## config.mk

```make
export PLATFORM = sky130hd
export DESIGN_NAME = ps2_rx_control
export DESIGN_NICKNAME = d
export VERILOG_FILES = /design/src/rtl/ps2_rx_control.sv
export SDC_FILE = /design/constraint.sdc
export NUM_CORES = 1
export LEC_CHECK = 0
export BUFFER_PORTS_ARGS = -buffer_cell sky130_fd_sc_hd__buf_2
export CAP_MARGIN = 20
export CELL_PAD_IN_SITES_DETAIL_PLACEMENT = 0
export CELL_PAD_IN_SITES_GLOBAL_PLACEMENT = 1
export CORE_AREA = 2 2 66 68
export CTS_CLUSTER_SIZE = 20
export DETAILED_ROUTE_END_ITERATION = 10
export DIE_AREA = 0 0 68 70
export GPL_TIMING_DRIVEN = 0
export PLACE_DENSITY_LB_ADDON = 0.1
export SYNTH_ARGS = -nofsm -noshare
export SYNTH_HDL_FRONTEND = slang
export SYNTH_SLANG_ARGS = --single-unit
```

## constraint.sdc

```tcl
create_clock -name Clk -period 3.3 [get_ports Clk]
set_input_delay 0.99 -clock Clk [delete_from_list [all_inputs] [get_ports Clk]]
set_output_delay 0.99 -clock Clk [all_outputs]
set_load 0.01 [all_outputs]
```

## src/rtl/ps2_rx_control.sv

```systemverilog
// PS/2 receive front end: synchronises and de-glitches ClkKB/DataKB, and sequences
// the external frame capture stage (Load/New/Borrar) with a stalled-frame watchdog.
module ps2_rx_control #(
  parameter int SYNC_STAGES    = 2,
  parameter int FILTER_LEN     = 4,
  parameter int TIMEOUT_CYCLES = 100000
) (
  input  logic Clk,
  input  logic Reset,
  input  logic ClkKB,
  input  logic DataKB,
  input  logic EndTras,
  input  logic ParityCoherente,
  output logic DataKBSync,
  output logic Load,
  output logic New,
  output logic Borrar,
  output logic FrameError,
  output logic Busy
);

  // state      | meaning
  // S_IDLE     | waiting for the first falling ClkKB edge of a frame
  // S_RECV     | counting shift strobes, watchdog running
  // S_WAIT_END | capture stage registers EndTras for the 11th bit
  // S_CHECK    | judge frame: New or FrameError
  // S_CLEAR    | Borrar clears the capture stage bit counter
  typedef enum logic [2:0] {S_IDLE, S_RECV, S_WAIT_END, S_CHECK, S_CLEAR} state_t;

  localparam int FCW = $clog2(FILTER_LEN + 1);
  localparam int WDW = $clog2(TIMEOUT_CYCLES + 1);
  localparam logic [FCW-1:0] FILT_MAX = FCW'(FILTER_LEN);
  localparam logic [WDW-1:0] WD_MAX   = WDW'(TIMEOUT_CYCLES);
  localparam logic [3:0]     LAST_BIT = 4'd11;

  logic [SYNC_STAGES-1:0] clk_sync_q;
  logic [SYNC_STAGES-1:0] data_sync_q;
  logic [FCW-1:0]         filt_cnt_q, filt_cnt_d, filt_inc;
  logic                   filt_lvl_q, filt_lvl_d;
  logic                   filt_prev_q;
  logic                   fall_edge;
  state_t                 state_q, state_d;
  logic [3:0]             bit_cnt_q, bit_cnt_d, bit_inc;
  logic [WDW-1:0]         wd_q, wd_d, wd_inc;

  assign DataKBSync = data_sync_q[SYNC_STAGES-1];
  assign filt_inc   = filt_cnt_q + FCW'(1);
  assign fall_edge  = filt_prev_q & ~filt_lvl_q;
  assign bit_inc    = bit_cnt_q + 4'd1;
  assign wd_inc     = (wd_q == WD_MAX) ? wd_q : wd_q + WDW'(1);

  always_comb begin
    filt_cnt_d = '0;
    filt_lvl_d = filt_lvl_q;
    if (clk_sync_q[SYNC_STAGES-1] != filt_lvl_q) begin
      if (filt_inc == FILT_MAX) filt_lvl_d = ~filt_lvl_q;
      else                      filt_cnt_d = filt_inc;
    end
  end

  always_ff @(posedge Clk) begin
    if (Reset) begin
      clk_sync_q  <= '1;
      data_sync_q <= '1;
      filt_cnt_q  <= '0;
      filt_lvl_q  <= 1'b1;
      filt_prev_q <= 1'b1;
      state_q     <= S_IDLE;
      bit_cnt_q   <= '0;
      wd_q        <= '0;
    end else begin
      clk_sync_q  <= {clk_sync_q[SYNC_STAGES-2:0], ClkKB};
      data_sync_q <= {data_sync_q[SYNC_STAGES-2:0], DataKB};
      filt_cnt_q  <= filt_cnt_d;
      filt_lvl_q  <= filt_lvl_d;
      filt_prev_q <= filt_lvl_q;
      state_q     <= state_d;
      bit_cnt_q   <= bit_cnt_d;
      wd_q        <= wd_d;
    end
  end

  always_comb begin
    state_d    = state_q;
    bit_cnt_d  = bit_cnt_q;
    wd_d       = '0;
    Load       = 1'b0;
    New        = 1'b0;
    Borrar     = 1'b0;
    FrameError = 1'b0;
    Busy       = 1'b0;
    case (state_q)
      S_IDLE: begin
        if (fall_edge) begin
          Load      = 1'b1;
          bit_cnt_d = 4'd1;
          state_d   = S_RECV;
        end
      end
      S_RECV: begin
        Busy = 1'b1;
        // A falling edge in the same cycle as expiry keeps the frame alive.
        if (fall_edge) begin
          Load      = 1'b1;
          bit_cnt_d = bit_inc;
          if (bit_inc == LAST_BIT) state_d = S_WAIT_END;
        end else begin
          wd_d = wd_inc;
          if (wd_inc == WD_MAX) begin
            FrameError = 1'b1;
            state_d    = S_CLEAR;
          end
        end
      end
      S_WAIT_END: begin
        Busy    = 1'b1;
        state_d = S_CHECK;
      end
      S_CHECK: begin
        Busy = 1'b1;
        if (EndTras && ParityCoherente) New = 1'b1;
        else                            FrameError = 1'b1;
        state_d = S_CLEAR;
      end
      S_CLEAR: begin
        Borrar    = 1'b1;
        bit_cnt_d = '0;
        state_d   = S_IDLE;
      end
      default: state_d = S_IDLE;
    endcase
  end

endmodule

```

==> flow_metrics.py, run 1 <==
metrics = {
    "synth": {
        "avgSynthCellArea_sq_um": 8.28,
        "synth.most_common_cell": "nor2_1",
        "synth_top_cell_by_area": "dfxtp_1",
        "synth_nets": 218,
        "ys.flop_type": "dfxtp_1",
        "synth.top_cell.area_share_pct": 38.7,
        "synthTopCellsByArea": "dfxtp_1, nor2_1, xnor2_1",
        "synthCells": 206,
        "ys_types": 37,
        "synthArstFlopShare_pct": 0,
        "synthesis.area_sq_mm": 0.00171,
        "ys_seq_elements": 33,
        "ys_seq_area_share_pct": 38.7,
        "synth_warnings": 0,
        "synth_edf_count": 0,
        "netlist_top_cells_count": "nor2_1, dfxtp_1, nand2_1, nand3_1",
    },
    "worst_setup_path": {
        "cp-start-kind": "flip-flop",
        "r2r_cells": 6,
        "path_max_fanout": 3,
        "regToRegEndpoint": "state_q[0]$_SDFFE_PP0P_",
        "path_cells": "or4_4 > nor4_4 > o21a_1 > nand4_1 > or3_4 > o21ai_2 > buf_2",
        "rrSetupSlack_ns": 1.10,
        "timing.rr.start": "wd_q[11]$_SDFF_PP0_",
        "cp.required_ns": 2.31,
        "endpoint_kind": "output pin",
        "crit_type": "flip-flop to output pin",
        "critPathMaxStageDelay_ns": 0.55,
        "worstPathArrival_ns": 2.33,
        "crit_slowest_cell": "or4_4",
    },
    "clock_tree": {
        "insertion_delay_ns": 0.28,
        "h-tree-depth": 2,
        "cts_root_buffer": "clkbuf_8",
        "clock_path_buffers": 2,
        "numCtsBuffers": 5,
        "cts_num_sinks": 33,
        "cts_tree": "yes",
        "clkTransAtPathRegs_ns": 0.07,
        "hold_buffers": 0,
    },
    "global_routing": {
        "grt_pass1_wl_mm": 6.33,
        "antenna_found_initial": 0,
        "globalRouteOverflowTotal": 0,
        "grt_pass1_vias": 1455,
        "track_usage_pct": 17.4,
        "grt_max_degree": 11,
    },
    "floorplanning": {
        "core_area_sq_mm": 0.00414,
        "dieArea_sq_mm": 0.00476,
        "die_h_microns": 70,
        "io_pins": 12,
        "die_w_microns": 68,
        "start_util_pct": 41.2,
        "row_count": 24,
    },
    "route": {
        "drtIter0Drc": 48,
        "ant_nets": 0,
        "drc": 0,
        "wl_mm": 3.75,
        "viasPerCell": 5.37,
        "wl_met2_mm": 1.84,
        "vias": 1509,
        "wl_per_cell_microns": 13.4,
        "wl_met3_microns": 150,
        "top_layer": "met4",
        "drt-pass1-iter-count": 4,
        "wl_met1_mm": 1.67,
    },
    "worst_hold_path": {
        "min_to": "clk_sync_q[1]$_SDFF_PP1_",
        "worstHoldStart": "clk_sync_q[0]$_SDFF_PP1_",
        "worstHoldPathType": "flip-flop to flip-flop",
        "whs_path_depth": 1,
    },
    "placed_design": {
        "io_buffers": 11,
        "place_area_sq_mm": 0.00183,
        "place_congestion": 0.727,
        "dp.cells": 269,
        "dp_hpwl_mm": 2.74,
    },
    "sta": {
        "worst_slack_ns": -0.0229,
        "relSlewSlack_pct": 67.6,
        "rsz0062_at_grt": "true",
        "tightestPinTransition_ns": 0.481,
        "max_freq_mhz": 301,
        "setup_violations": 1,
        "period_needed_ns": 3.32,
        "timing.final.max_slew_violations": 0,
        "fin_skew_ns": 0.00846,
        "min_period_over_period_pct": 101,
        "hold_viol_final": 0,
    },
    "flow_run": {
        "maxCapViolCount": 0,
    },
    "cells_and_area": {
        "synthToLayoutAreaGrowth_pct": 17.6,
        "final_cell_area_sq_mm": 0.00201,
        "final_layout_size_suffix_gt1_share_pct": 17.5,
        "antenna_cells": 0,
        "nNetsFinal": 241,
        "final_util_pct": 48.4,
        "final_cells": 281,
        "n_fill_cell": 423,
    },
    "pwr": {
        "power.leakage_nw": 0.747,
        "ir_drop_v": 0.000234,
        "total_power_mw": 0.709,
        "power.density_mw_per_mm2": 354,
    },
    "outcome": {
        "status": "finished with violations",
        "violations": "negative setup slack",
    },
}
-- metrics by stage --
step,setup slack [ns],setup TNS (ns),hold WS [ns]
after floorplan,0.106,0,0.389
after global placement,-0.0961,-0.0961,0.393
after detailed placement,-0.0959,-0.0959,0.402
after CTS,-0.0635,-0.0635,0.420
after global routing,-0.136,-0.136,0.428
final,-0.0229,-0.0229,0.415
-- layer usage --
metal / GRT usage, % / vias up
met5: 0 / -
met4: 7.33 / 0
met3: 4.19 / 8
met2: 28.6 / 28
met1: 21.2 / 714
li1: - / 759
-- how the worst max path moves through the flow --
| stage | slack (ns) | end | start | depth (start not counted) |
|---|---|---|---|---|
| floorplan | 0.11 | FrameError | wd_q[4]$_SDFF_PP0_ | 6 |
| global placement | -0.1 | FrameError | wd_q[4]$_SDFF_PP0_ | 7 |
| detailed placement | -0.1 | FrameError | wd_q[4]$_SDFF_PP0_ | 7 |
| CTS | -0.06 | FrameError | wd_q[11]$_SDFF_PP0_ | 7 |
| global route | -0.14 | FrameError | wd_q[11]$_SDFF_PP0_ | 8 |
| finish | -0.02 | FrameError | wd_q[11]$_SDFF_PP0_ | 7 |
-- layout by cell type (no fill, tap or decap), types with 2 or more instances in the layout --
cell type	netlist	layout
nand3_1	11	10
a31oi_1	2	2
buf_4	0	5
xnor2_1	10	10
dfxtp_1	33	31
and4_1	2	2
nor2b_1	5	5
a21o_1	2	2
and3_1	4	4
nand2b_1	8	8
a21oi_1	7	7
o21ai_0	7	6
clkbuf_8	0	6
buf_2	0	11
inv_1	6	6
clkbuf_1	5	6
nor4_4	1	2
nand4_1	6	6
or2_2	5	5
dfxtp_4	0	2
o21a_1	2	2
xor2_1	10	10
a32oi_1	2	2
nand2_1	13	13
nor2_1	36	35
nor3_1	5	4
ha_1	6	5
nand4b_1	3	3
-- state kept, by name (all words and copies together) (netlist names) --
register	count
filt_lvl_q	1
filt_cnt_q	3
bit_cnt_q	4
wd_q	17
clk_sync_q	2
filt_prev_q	1
data_sync_q	2
state_q	3
-- power breakdown --
part	internal [mW]	switching, mW	leakage, nW	total [mW]
Combinational	0.00492	0.00492	0.435	0.00985
Sequential	0.399	0.000945	0.268	0.400
Clock	0.165	0.134	0.0443	0.299
-- layout make-up --
type / count / area, sq um / share of cell area, %
inverters: 6 / 22.5 / 1.12
multi-input cells: 162 / 1050 / 52.5
clock buffers: 7 / 86.3 / 4.30
well taps: 52 / 65.1 / 3.24
flip-flops and latches: 33 / 668 / 33.3
plain buffers: 5 / 18.8 / 0.936
repair buffers: 16 / 92.6 / 4.62
-- critical path, delay by kind of cell, from the launching register on --
kind,cells,cell delay (ns)
AOI/OAI and AO/OA,2,0.28
buffers and inverters,1,0.14
DFF,1,0.34
and+or+nand+nor,4,1.31
-- timing repair --
action | in CTS | in global routing
resized for setup | 12 | 3
cloned | 0 | 0
setup buffers | 4 | 1
endpoints found under the setup margin | 1 | 1
pin swaps | 5 | 2
-- cells by family (layout without fill, tap and decap cells) --
kind of cell | Yosys count | in the layout | synth area share [%]
AO/OA/AOI/OAI | 27 | 27 | 10.1
adder cells (fa/ha/maj) | 6 | 6 | 4.40
flip-flops | 33 | 33 | 38.7
XOR/XNOR | 20 | 20 | 10.3
AND/OR/NAND/NOR | 108 | 108 | 33.5
multiplexers | 1 | 1 | 0.587
buffers and inverters | 11 | 34 | 2.42
Power figures use the tool's default switching activity.
==> run 2: changes to the inputs <==
--- a/config.mk
+++ b/config.mk
@@ -10,11 +10,14 @@
 export CELL_PAD_IN_SITES_DETAIL_PLACEMENT = 0
 export CELL_PAD_IN_SITES_GLOBAL_PLACEMENT = 1
 export CORE_AREA = 2 2 66 68
+export CTS_CLUSTER_DIAMETER = 80
 export CTS_CLUSTER_SIZE = 20
 export DETAILED_ROUTE_END_ITERATION = 10
 export DIE_AREA = 0 0 68 70
+export GPL_ROUTABILITY_DRIVEN = 0
 export GPL_TIMING_DRIVEN = 0
 export PLACE_DENSITY_LB_ADDON = 0.1
+export SETUP_SLACK_MARGIN = 0.3
 export SYNTH_ARGS = -nofsm -noshare
 export SYNTH_HDL_FRONTEND = slang
 export SYNTH_SLANG_ARGS = --single-unit
==> flow_metrics.py, run 2 (synthesis results as in run 1) <==
metrics = {
    "floorplanning": {
        "row_count": 24,
        "dieArea_sq_mm": 0.00476,
        "io_pins": 12,
        "die_h_microns": 70,
        "core_area_sq_mm": 0.00414,
        "die_w_microns": 68,
        "start_util_pct": 41.2,
    },
    "sta": {
        "period_needed_ns": 3.37,
        "relSlewSlack_pct": 68.2,
        "min_period_over_period_pct": 102,
        "hold_viol_final": 0,
        "max_freq_mhz": 297,
        "setup_violations": 1,
        "setup-tns-final_ns": -0.0682,
        "rsz0062_at_grt": "true",
        "worst_slack_ns": -0.0682,
        "fin_skew_ns": 0.00657,
        "tightestPinTransition_ns": 0.473,
        "timing.final.max_slew_violations": 0,
    },
    "outcome": {
        "status": "finished with violations",
        "violations": "negative setup slack",
    },
    "clock_tree": {
        "insertion_delay_ns": 0.28,
        "cts_num_sinks": 33,
        "clock_path_buffers": 2,
        "clkTransAtPathRegs_ns": 0.07,
        "cts_root_buffer": "clkbuf_8",
        "hold_buffers": 0,
        "cts_tree": "yes",
        "h-tree-depth": 2,
        "numCtsBuffers": 5,
    },
    "global_routing": {
        "antenna_found_initial": 0,
        "globalRouteOverflowTotal": 0,
        "grt_max_degree": 12,
        "grt_pass1_wl_mm": 6.07,
        "grt_pass1_vias": 1378,
        "track_usage_pct": 16.6,
    },
    "worst_setup_path": {
        "endpoint_kind": "output pin",
        "worstPathArrival_ns": 2.38,
        "path_delay_family": "simple AND/OR/NAND/NOR gates",
        "cp-start-kind": "flip-flop",
        "path_buf_inv": 1,
        "critPathMaxStageDelay_ns": 0.55,
        "path_max_fanout": 7,
        "worstSetupStartpoint": "wd_q[4]$_SDFF_PP0_",
        "timing.rr.start": "wd_q[4]$_SDFF_PP0_",
        "path_cells": "or4b_4 > nor4_4 > o21a_1 > nand4_1 > or3_4 > o21ai_4 > buf_6",
        "cp.required_ns": 2.31,
        "crit_slowest_cell": "or4b_4",
        "crit_type": "flip-flop to output pin",
    },
    "pwr": {
        "ir_drop_v": 0.000238,
        "total_power_mw": 0.863,
        "power.leakage_nw": 0.780,
        "power.density_mw_per_mm2": 415,
    },
    "route": {
        "viasPerCell": 5.28,
        "ant_nets": 0,
        "wl_mm": 3.56,
        "drt-pass1-iter-count": 4,
        "wl_met2_mm": 1.76,
        "drtIter0Drc": 59,
        "wl_per_cell_microns": 12.6,
        "wl_met3_microns": 172,
        "top_layer": "met4",
        "vias": 1495,
        "drc": 0,
        "wl_met1_mm": 1.58,
    },
    "placed_design": {
        "place_area_sq_mm": 0.00185,
        "dp_hpwl_mm": 2.58,
        "io_buffers": 11,
        "dp.cells": 269,
    },
    "cells_and_area": {
        "synthToLayoutAreaGrowth_pct": 22.1,
        "nNetsFinal": 242,
        "final_cell_mix": "nor2_1, dfxtp_1, nand2_1",
        "antenna_cells": 0,
        "final_common_cell": "nor2_1",
        "regMostFlops": "wd_q",
        "final_layout_size_suffix_gt1_share_pct": 19.0,
        "largest_registers": "wd_q x17, bit_cnt_q x4",
        "final_cell_area_sq_mm": 0.00208,
        "largest_register_ffs": 17,
        "final_cells": 283,
    },
    "worst_hold_path": {
        "worstHoldStart": "clk_sync_q[0]$_SDFF_PP1_",
        "worstHoldPathType": "flip-flop to flip-flop",
    },
    "flow_run": {
        "maxCapViolCount": 0,
    },
}
## run 2: timing repair
item	4_1_cts	5_1_grt
gates resized for setup	7	6
pin swaps	2	2
cloned	0	0
endpoints found under the setup margin	1	1
setup buffers	3	3
endpoints found under the hold margin	0	0
## run 2: area by class of cell
cell class	count	area, sq um
well taps	52	65.1
fillers	413	2060
clock buffers	5	68.8
inverters	6	22.5
multi-input cells	162	1070
repair buffers	17	106
plain buffers	5	18.8
clock inverters	3	65.1
flip-flops and latches	33	664
## run 2: worst register-to-register path, cell delays in order (launching register included)
cell,delay [ns]
dfxtp_2,0.35
or4b_4,0.55
nor4_4,0.29
o21a_1,0.16
nand4_1,0.11
or3_4,0.38
o31a_1,0.30
## run 2: metal layers
metal / vias up / GRT usage [%]
met5: - / 0
met4: 0 / 5.33
met3: 5 / 4.83
met2: 30 / 28.2
met1: 698 / 19.6
li1: 762 / -
## run 2: where the power goes
group	internal, mW	switching [mW]
Sequential	0.401	0.000861
Clock	0.300	0.152
Combinational	0.00489	0.00486
Total	0.706	0.157
## run 2: through the flow
| stage | setup slack (ns) | hold WS (ns) | utilization (%) |
|---|---|---|---|
| floorplan | 0.304 | 0.389 | - |
| global placement | 0.000762 | 0.395 | 44.5 |
| global route | -0.143 | 0.448 | 50.2 |
| CTS | -0.0895 | 0.411 | 49.2 |
| finish | -0.0682 | 0.411 | 50.2 |
| detailed placement | -0.0816 | 0.393 | 44.5 |
## run 2: final timing paths
check / end / slack [ns] / cells past startpoint
worst min register to register: clk_sync_q[1]$_SDFF_PP1_ / 0.41 / 1
worst max register to register: state_q[0]$_SDFFE_PP0P_ / 1.04 / 6
worst max-delay path: FrameError / -0.07 / 7
worst min-delay path: clk_sync_q[1]$_SDFF_PP1_ / 0.41 / 1
